`src/rtl/pipe_stage_skid.sv`:
```
// Pipeline-stage register between two stages: valid/ready handshake, stall, flush,
// and an optional 2-entry skid buffer that takes ready_i out of the ready_o path.
module pipe_stage_skid #(
   parameter int unsigned DATA_W         = 256,
   parameter int unsigned CTRL_W         = 16,
   parameter bit          SKID           = 1'b1,
   parameter bit          FLUSH_CLR_DATA = 1'b1
) (
   input  logic              clk_i,
   input  logic              rst_ni,
   input  logic              valid_i,
   output logic              ready_o,
   input  logic [DATA_W-1:0] data_i,
   input  logic [CTRL_W-1:0] ctrl_i,
   input  logic              flush_i,
   input  logic              stall_i,
   output logic              valid_o,
   input  logic              ready_i,
   output logic [DATA_W-1:0] data_o,
   output logic [CTRL_W-1:0] ctrl_o,
   output logic [1:0]        count_o
);

   // Handshake: an entry moves on a rising edge when valid and ready are both high.
   // Upstream holds valid_i and its payload until accepted; stall_i masks ready_i and
   // flush_i blocks acceptance, so neither side moves an entry while they are high.
   typedef enum logic [1:0] {
      EMPTY = 2'd0,
      ONE   = 2'd1,
      FULL  = 2'd2
   } state_e;

   state_e              state_q, state_d;
   logic                in_fire, out_fire;
   logic                load_main_in, load_main_skid, load_skid;
   logic [DATA_W-1:0]   main_data_q, skid_data_q;
   logic [CTRL_W-1:0]   main_ctrl_q, skid_ctrl_q;

   assign valid_o  = (state_q != EMPTY);
   assign count_o  = state_q;
   assign data_o   = main_data_q;
   // An empty stage must look like a NOP downstream, never stale control.
   assign ctrl_o   = valid_o ? main_ctrl_q : '0;
   assign in_fire  = valid_i & ready_o & ~flush_i;
   assign out_fire = valid_o & ready_i & ~stall_i;

   if (SKID) begin : g_skid_ready
      assign ready_o = (state_q != FULL);
   end else begin : g_direct_ready
      assign ready_o = ~valid_o | (ready_i & ~stall_i);
   end

   always_ff @(posedge clk_i or negedge rst_ni) begin
      if (!rst_ni) begin
         state_q <= EMPTY;
      end else begin
         state_q <= state_d;
      end
   end

   // With SKID=0 the ONE->FULL arc is unreachable: in ONE, ready_o implies out_fire.
   always_comb begin
      state_d        = state_q;
      load_main_in   = 1'b0;
      load_main_skid = 1'b0;
      load_skid      = 1'b0;
      unique case (state_q)
         EMPTY: begin
            if (in_fire) begin
               state_d      = ONE;
               load_main_in = 1'b1;
            end
         end
         ONE: begin
            if (in_fire && out_fire) begin
               load_main_in = 1'b1;
            end else if (in_fire) begin
               state_d   = FULL;
               load_skid = 1'b1;
            end else if (out_fire) begin
               state_d = EMPTY;
            end
         end
         FULL: begin
            if (out_fire) begin
               state_d        = ONE;
               load_main_skid = 1'b1;
            end
         end
         default: state_d = EMPTY;
      endcase
      if (flush_i) begin
         state_d        = EMPTY;
         load_main_in   = 1'b0;
         load_main_skid = 1'b0;
         load_skid      = 1'b0;
      end
   end

   always_ff @(posedge clk_i or negedge rst_ni) begin
      if (!rst_ni) begin
         main_data_q <= '0;
         main_ctrl_q <= '0;
      end else if (flush_i) begin
         if (FLUSH_CLR_DATA) begin
            main_data_q <= '0;
         end
         main_ctrl_q <= '0;
      end else if (load_main_in) begin
         main_data_q <= data_i;
         main_ctrl_q <= ctrl_i;
      end else if (load_main_skid) begin
         main_data_q <= skid_data_q;
         main_ctrl_q <= skid_ctrl_q;
      end
   end

   always_ff @(posedge clk_i or negedge rst_ni) begin
      if (!rst_ni) begin
         skid_data_q <= '0;
         skid_ctrl_q <= '0;
      end else if (flush_i || load_main_skid) begin
         skid_data_q <= '0;
         skid_ctrl_q <= '0;
      end else if (load_skid) begin
         skid_data_q <= data_i;
         skid_ctrl_q <= ctrl_i;
      end
   end

endmodule

```
`config.mk`:
```
export PLATFORM = sky130hd
export DESIGN_NAME = pipe_stage_skid
export DESIGN_NICKNAME = d
export VERILOG_FILES = /design/src/rtl/pipe_stage_skid.sv
export SDC_FILE = /design/constraint.sdc
export NUM_CORES = 1
export LEC_CHECK = 0
export ABC_AREA = 1
export CAP_MARGIN = 0
export CORE_UTILIZATION = 50
export CTS_BUF_LIST = sky130_fd_sc_hd__clkbuf_8
export CTS_CLUSTER_SIZE = 16
export DETAILED_ROUTE_END_ITERATION = 7
export GPL_TIMING_DRIVEN = 0
export PLACE_DENSITY = 0.79
export SLEW_MARGIN = 5
export SYNTH_ARGS = -nofsm -noshare
export SYNTH_HDL_FRONTEND = slang
export SYNTH_SLANG_ARGS = --single-unit
```
`constraint.sdc`:
```
create_clock -name clk_i -period 1.6 [get_ports clk_i]
set_input_delay 0.32 -clock clk_i [delete_from_list [all_inputs] [get_ports clk_i]]
set_output_delay 0.32 -clock clk_i [all_outputs]
set_load 0.02 [all_outputs]
```
==> metrics.txt <==
outcome=finished with violations; failing checks=negative hold slack, negative setup slack; pwr/cell area=920 nW/um2; max_cap viols=0; worst reg2reg path endpoint=skid_data_q[223]; DR vias=26,404; Core Box Area=49,100 um2; Synth-to-Final Area Change=52.2%; R2R Setup Slk=-0.40 ns; Final setup viols=619; latest clock arrival within the worst-skew pair=0.71 ns; filler cell count=3,274; # port buffers=553; Max-slew headroom=0.399; I/O pin cnt=554; Mean Syn Cell Area=7.54 um2; Detailed Route Iter0 Violations=2,273; Slew @ Worst Pin=0.901 ns; Pins Over Slew Limit=0; Hold Slack=-0.274 ns; clk slew on worst S/H paths=0.06 ns; fin crit period=2.10 ns; worst reg2reg path depth=11; final worst-path cycle share=1.31; post-route ant nets=0; Worst VDD drop=0.000792 V; mean routed wirelength per cell=19.7 um; Residual DRC=0; number of detailed-route iterations in the first pass=8; post-synth cell types=16; post-synthesis net count=3,577; TritonCTS Buffers=89; Critical-path top delay cell=dfrtp_2; Final Hold Viols=112; grt total ovfl=0; Int Power=24.6 mW; Die ar.=50,700 um2; fraction of registers with async set/reset=1.00; RSZ-0062 raised after global routing=yes; Max Freq=477 MHz; first-pass GRT wire length=126,000 um; final worst slack=-0.498 ns; Sw Pwr=10.2 mW; Initial Util=0.507; worst hold path type=in -> async; switch share=0.293; post-synthesis sequential area ratio=0.549; worst path required time=1.28 ns; Critical Path End Type=output pin; layout cells sized above 1=0.264; Crit Path Max Fanout=5; WP data arrival=1.78 ns; ys flop type=dfrtp_1; die width=225 um; Post-Synthesis Cells=3,299; setup_tns=-156.32 ns; initial antenna violation count=21; synth top area cells=dfrtp_1, nand2_1, nand3_1; worst-path cell chain=inv_2 -> nand2_4 -> inv_6 -> buf_8 -> nor2_2 -> buf_6; RePlAce Congestion=0.917; Post-synth EDFFs=0; Nets=4,368; power share of the sequential group=0.426; cell taking the most area after synthesis=dfrtp_1; CTS H-tree depth=3; pin count of the biggest net entering global routing=117; Final Cell Area=37,900 um2; Synthesis Warnings=0; slowest cell delay on critical path=0.43 ns; Clk pwr share=0.373; number of global-route vias before repair=23,115; crit path kind=reg -> out; Leak=21.5 nW; Vias/cell=5.45; Yosys top cell area share=0.549; die height=225 um; Clock Tree Root=clkbuf_8; Final Skew=0.0329 ns; TritonCTS clock tree=built; Synth top cells by count=nand2_1, dfrtp_1, nand3_1; number of synthesized register bits=546; Worst setup SP type=flip-flop; total routed wirelength=95,400 um; Logic pwr share=0.201; deepest clock path buffer count=3; reg-to-reg startpoint=count_o[1]; post-synthesis cell area=24,900 um2; DP Area=31,400 um2; clock sinks=546; most frequent cell after synthesis=nand2_1; Std-Cell Rows=81; Tot GR Track Use=0.322; Final HPWL DP=57,700 um
-- routing by layer --
layer | vias to the layer above | track usage | share of wire
li1 | 11985 | - | -
met1 | 12540 | 0.398 | 0.36
met2 | 1482 | 0.502 | 0.47
met3 | 387 | 0.109 | 0.11
met4 | 10 | 0.164 | 0.062
met5 | - | 0 | 0.00071
-- power groups by stage --
stage | clock network [mW] | registers, mW | logic [mW]
3_5_place_dp | 0 | 15.0 | 4.95
3_3_place_gp | 0 | 15.0 | 4.78
5_1_grt | 13.7 | 14.9 | 7.46
2_1_floorplan | 0 | 15.1 | 2.27
6_report | 13.0 | 14.8 | 7.02
4_1_cts | 13.0 | 14.7 | 5.12
-- timing repair --
action | in CTS | in global routing
gates resized for setup | 355 | 1757
setup buffers | 3 | 73
pin swaps | 1 | 59
endpoints found under the hold margin | 112 | 112
gates cloned | 1 | 69
setup endpoints to repair | 820 | 873
-- cell type report --
cell class              instances  area, um2  share of cell area
flip-flops and latches        546      13700               0.361
plain buffers                 238       2370              0.0625
multi-input cells            2487      11400               0.300
repair buffers                703       7580               0.200
well taps                     664        831              0.0219
inverters                      25       98.8             0.00261
clock inverters                35        191             0.00505
diodes                         23       57.6             0.00152
clock buffers                 124       1710              0.0451
-- how the worst max path moves through the flow --
| stage | from | end | depth (start not counted) |
|---|---|---|---|
| floorplan | count_o[1] | ctrl_o[10] | 5 |
| global placement | rst_ni | count_o[0] | 1 |
| detailed placement | stall_i | data_o[47] | 9 |
| CTS | count_o[0] | ctrl_o[12] | 6 |
| global route | count_o[0] | ctrl_o[4] | 6 |
| finish | count_o[0] | ctrl_o[4] | 6 |
-- kinds of logic (layout without fill, tap and decap cells) --
kind of cell | Yosys count | after routing | share of synthesized area
AOI/OAI and AO/OA | 4 | 4 | 0.000905
DFF | 546 | 546 | 0.549
buffers and inverters | 266 | 1125 | 0.0477
and+or+nand+nor | 2483 | 2483 | 0.402
other | 0 | 23 | 0
-- per-stage QoR --
step / utilization / std cells / hold WS (ns) / setup slack (ns) / power (mW)
2_1_floorplan: - / 3299 / 0.0244 / -0.0411 / 17.4
3_3_place_gp: 0.638 / 4516 / 0.453 / -26.18 / 19.8
3_5_place_dp: 0.640 / 4520 / 0.458 / -1.10 / 19.9
4_1_cts: 0.682 / 4683 / -0.284 / -0.477 / 32.9
5_1_grt: 0.772 / 4835 / -0.210 / -0.528 / 36.0
6_report: 0.772 / 4845 / -0.274 / -0.498 / 34.8
-- critical path: cells and delay by family (launching register included) --
family / cells / cell delay [ns]
flip-flops: 1 / 0.43
buffers and inverters: 4 / 0.41
AND/OR/NAND/NOR: 2 / 0.25
-- cell usage in the layout, fill, tap and decap left out, types with 67 or more instances in the layout --
master,n
clkdlybuf4s50_1,276
dfrtp_1,545
buf_8,69
clkbuf_8,124
clkbuf_2,137
buf_4,104
buf_6,127
nand2_2,234
clkbuf_16,67
nand3_1,536
nand2_1,1609
nand2_4,71
-- sequential cells by signal (all words and copies together) (netlist names) --
name and count:
skid_ctrl_q 16, main_ctrl_q 16, skid_data_q 256, count_o 2, data_o 256
Power figures use the tool's default switching activity.
